**src/rtl/chunked_seq_adder.sv**
```systemverilog
// Multi-cycle add/subtract unit: CHUNK bits per cycle, LSB chunk first, rippled carry.
// Valid/ready handshake on both sides; carry, signed-overflow and zero flags on completion.
module chunked_seq_adder #(
    parameter int unsigned WIDTH = 32,
    parameter int unsigned CHUNK = 8
) (
    input  logic             clk,
    input  logic             rst,
    input  logic             inValid,
    output logic             inReady,
    input  logic [WIDTH-1:0] input1,
    input  logic [WIDTH-1:0] input2,
    input  logic             carryIn,
    input  logic             sub,
    output logic             outValid,
    input  logic             outReady,
    output logic [WIDTH-1:0] sum,
    output logic             carry,
    output logic             overflow,
    output logic             zero
);

    localparam int unsigned NCHUNK = WIDTH / CHUNK;
    localparam int unsigned IDX_W  = (NCHUNK > 1) ? $clog2(NCHUNK) : 1;

    localparam logic [1:0] StIdle = 2'd0;
    localparam logic [1:0] StRun  = 2'd1;
    localparam logic [1:0] StDone = 2'd2;

    localparam logic [IDX_W-1:0] LastIdx = IDX_W'(NCHUNK - 1);

    logic [1:0]       state_q, state_d;
    logic [WIDTH-1:0] a_q, b_q;
    logic             cin_q;
    logic [IDX_W-1:0] idx_q;
    logic [WIDTH-1:0] sum_q;
    logic             carry_q, ovf_q, zero_q;

    logic             accept, last_chunk;
    logic [CHUNK-1:0] a_chunk, b_chunk, s_chunk;
    logic             c_out, c_into_msb;
    logic [WIDTH-1:0] sum_next;

    assign accept     = (state_q == StIdle) && inValid;
    assign last_chunk = (idx_q == LastIdx);

    always_comb begin
        a_chunk  = a_q[idx_q*CHUNK +: CHUNK];
        b_chunk  = b_q[idx_q*CHUNK +: CHUNK];
        {c_out, s_chunk} = {1'b0, a_chunk} + {1'b0, b_chunk} + {{CHUNK{1'b0}}, cin_q};
        // Carry into the chunk MSB recovered from the sum bit and its two operand bits.
        c_into_msb = s_chunk[CHUNK-1] ^ a_chunk[CHUNK-1] ^ b_chunk[CHUNK-1];
        sum_next = sum_q;
        sum_next[idx_q*CHUNK +: CHUNK] = s_chunk;
    end

    always_comb begin
        state_d = state_q;
        unique case (state_q)
            StIdle:  if (inValid) state_d = StRun;
            StRun:   if (last_chunk) state_d = StDone;
            StDone:  if (outReady) state_d = StIdle;
            default: state_d = StIdle;
        endcase
    end

    always_ff @(posedge clk or negedge rst) begin
        if (!rst) begin
            state_q <= StIdle;
            a_q     <= '0;
            b_q     <= '0;
            cin_q   <= 1'b0;
            idx_q   <= '0;
            sum_q   <= '0;
            carry_q <= 1'b0;
            ovf_q   <= 1'b0;
            zero_q  <= 1'b0;
        end else begin
            state_q <= state_d;
            if (accept) begin
                // Subtraction runs as A + ~B + ~borrow_in.
                a_q   <= input1;
                b_q   <= sub ? ~input2 : input2;
                cin_q <= sub ? ~carryIn : carryIn;
                idx_q <= '0;
            end else if (state_q == StRun) begin
                sum_q <= sum_next;
                cin_q <= c_out;
                idx_q <= idx_q + IDX_W'(1);
                if (last_chunk) begin
                    carry_q <= c_out;
                    ovf_q   <= c_into_msb ^ c_out;
                    zero_q  <= (sum_next == '0);
                end
            end
        end
    end

    assign inReady  = (state_q == StIdle);
    assign outValid = (state_q == StDone);
    assign sum      = sum_q;
    assign carry    = carry_q;
    assign overflow = ovf_q;
    assign zero     = zero_q;

endmodule
```
**config.mk**
```make
export PLATFORM = sky130hd
export DESIGN_NAME = chunked_seq_adder
export DESIGN_NICKNAME = d
export VERILOG_FILES = /design/src/rtl/chunked_seq_adder.sv
export SDC_FILE = /design/constraint.sdc
export NUM_CORES = 1
export LEC_CHECK = 0
export CORE_MARGIN = 3
export CORE_UTILIZATION = 56
export CTS_CLUSTER_DIAMETER = 80
export DETAILED_ROUTE_END_ITERATION = 10
export HOLD_SLACK_MARGIN = 0.08
export PLACE_DENSITY_LB_ADDON = 0.12
export SYNTH_ARGS = -nofsm -noshare
export SYNTH_HDL_FRONTEND = slang
export SYNTH_SLANG_ARGS = --single-unit
```
**constraint.sdc**
```tcl
create_clock -name clk -period 9.5 [get_ports clk]
set_input_delay 1.9 -clock clk [delete_from_list [all_inputs] [get_ports clk]]
set_output_delay 1.9 -clock clk [all_outputs]
set_load 0.01 [all_outputs]
```
==> results.md <==
* DRT antenna net count at 0
* Nets at 637
* Share of cells above drive strength 1 at approximately 14%
* Fmax at 264.0 MHz
* Core box area at 8891 sq um
* Yosys warnings at 0
* Peak supply drop at approximately 0.00027 V
* GR Overflow Total at 0
* Gpl congestion at 0.8349
* Min cycle time layout at approximately 3.8 ns
* # diodes at 0
* Commonest non-fill, non-tap cells in the layout: 104 x dfrtp_1, 104 x clkdlybuf4s50_1, 44 x nor2_1, 40 x a21oi_1
* Largest net degree at the start of global routing at 100
* Slew headroom at 34.33%
* Critical Path Most Common Cell: fa_1
* Clk pin slew, worst setup/hold paths at roughly 0.10 ns
* CP Capture Type: register
* First-pass iteration count of the detailed router at 6
* Status: complete, no violations
* Hold-fix buffers, CTS at 0
* CTS Buffer Depth at 2
* Setup Buffers After CTS at 0
* Placed inst area at 6350 sq um
* Number of library cell types mapped by synthesis at 50
* Worst hold slack at 0.5133 ns
* Vias per cell at 5.922
* Vias at 3932
* Final core occ at 73.61%
* Syn_area_per_cell at 11.53 sq um
* WL/cell at around 18 microns
* Max FO, Critical Path at 13
* Final-report hold violation count at 0
* PD cells at 427.2 nW/um^2
* CP delay by family, top: compound AO/OA/AOI/OAI gates
* Die Ht at 102.7 microns
* Drt drc at 0
* Setup tns final at 0 ns
* I/O pin total at 107
* Full die area at roughly 11000 sq um
* Post-route cell area at 6545 sq um
* Initial antenna violation count at 0
* Tot Pwr at 2796 uW
* H-tree lvl count at 3
* Post-synthesis sequential area ratio at 49.74%
* Max-slew violations at 0
* HP Class: register to register
* 1st-iter DRT viols at 200
* Area Growth Syn to Fin at 25.08%
* Crit path required time at 9.77 ns
* IO buf count at 106
* Initial Util at between 50% and 60%
* Post-cts sizing count at 0
* Post-Syn Nets at 539
* Synth Flop Type: dfrtp_1
* Worst Path Buf+Inv at 2
* TritonCTS clock tree: built
* Number of enable flip-flop cells after synthesis at 0
* Final Skew at approximately 0.011 ns
* Final worst-path cycle share at between 30 and 40%
* Crit Path Class: register to register
* CP arrival at 4.06 ns
* RSZ-0062 raised after global routing: no
* Clk Latency, worst-skew pair at 0.36 ns
* Synthesized instance count at 454
* Slowest CP cell: dfrtp_1
* CTS root buffer: clkbuf_8
* Leakage at 0.002706 uW
* Max-cap violations at 0
* Vias in the first global route at between 3000 and 4000
* Largest incremental delay on the critical path at 0.73 ns
* Number of CTS-inserted buffers at 9
* Clock sink count at 104
* Final WL at 11730 microns
* Tot GR Track Use at 23.55%
* Post-DP HPWL at 8694 microns
* First-pass GRT wire length at about 19000 microns
* CP startpoint kind: register
* Yosys reg bits at 104
* FP Rows at 34
* Worst-margin pin slew at 0.9850 ns
* CP cell instances: buf_4, mux4_2, fa_1, inv_1, fa_1, nor2b_1, o31a_1, xor2_1, o41ai_1, nand4_1, o31ai_1
* Final setup fails at 0
* Synth async-reset ratio at 100.0%
* Die X at 102.7 microns
* Synthesized area at 5233 sq um
## final timing paths
check	from	endpoint	slack (ns)	cells past startpoint
min in group asynchronous	rst	a_q[25]$_DFFE_PN0P_	1.51	1
worst min-delay path	a_q[24]$_DFFE_PN0P_	a_q[24]$_DFFE_PN0P_	0.51	1
worst max-delay path	idx_q[0]$_DFFE_PN0P_	zero$_DFFE_PN0P_	5.71	11
worst max register to register	idx_q[0]$_DFFE_PN0P_	zero$_DFFE_PN0P_	5.71	11
max in group asynchronous	rst	b_q[27]$_DFFE_PN0P_	6.82	2
worst min register to register	a_q[24]$_DFFE_PN0P_	a_q[24]$_DFFE_PN0P_	0.51	1
## sequential cells by signal (all words and copies together), names as in the netlist
signal and count:
a_q 32, b_q 32, carry 1, cin_q 1
idx_q 2, overflow 1, state_q 2, sum 32
zero 1
## cell type report
cell class | count | area (sq um)
clock buffers | 10 | 137.6
clock inverters | 5 | 57.56
fillers | 667 | 2346
inverters | 12 | 45.04
multi-input cells | 315 | 2484
flip-flops and latches | 104 | 2603
well taps | 108 | 135.1
repair buffers | 110 | 1084
## stage by stage
step	instances	worst slack [ns]
after floorplan	454	6.146
after global placement	649	5.672
after detailed placement	649	5.601
after CTS	664	5.706
after global routing	664	5.367
final	664	5.712
## kinds of logic (layout without fill, tap and decap cells)
logic type | count (synthesis) | after routing | synth area share (%)
and+or+nand+nor | 113 | 113 | 10.21
muxes | 50 | 50 | 14.18
buffers and inverters | 35 | 137 | 2.845
adders and majority gates | 15 | 15 | 3.874
xor gates and xnor gates | 39 | 39 | 6.935
AOI/OAI and AO/OA | 98 | 98 | 12.22
DFF | 104 | 104 | 49.74
## layer usage
| layer | vias to the layer above | GRT usage [%] | wire length, microns |
|---|---|---|---|
| met1 | 1946 | 29.23 | 4633 |
| met3 | 24 | 3.789 | 700 |
| met5 | - | 0 | 0 |
| met2 | 145 | 41.16 | 6143 |
| li1 | 1817 | - | - |
| met4 | 0 | 9.485 | 249 |
## power by group
part / total [uW] / switching (uW) / internal [uW]
clock: 274 / 146 / 128
combinational: 1740 / 970 / 770
sequential: 782 / 147 / 636
total: 2800 / 1260 / 1530
## synthesized netlist by cell type, types with 2 or more instances
master	number	area share, %
a21oi_1	40	3.8
a22o_1	20	3.3
and2_1	4	0.48
and3_1	2	0.24
and4b_1	2	0.38
buf_1	10	0.72
buf_2	2	0.19
buf_6	2	0.43
clkbuf_1	9	0.65
dfrtp_1	104	50
fa_1	2	0.77
ha_1	13	3.1
inv_1	12	0.86
mux2_2	33	7.1
mux4_2	16	6.9
nand2_1	30	2.2
nand2b_1	3	0.36
nand3_1	5	0.48
nand4_1	3	0.36
nor2_1	44	3.2
nor2b_1	3	0.36
nor3_1	4	0.38
nor3b_1	2	0.29
nor4_1	6	0.72
o211ai_1	2	0.29
o21ai_0	21	2.0
o31ai_1	2	0.29
xnor2_1	33	5.5
xor2_1	4	0.67
Power figures use the tool's default switching activity.
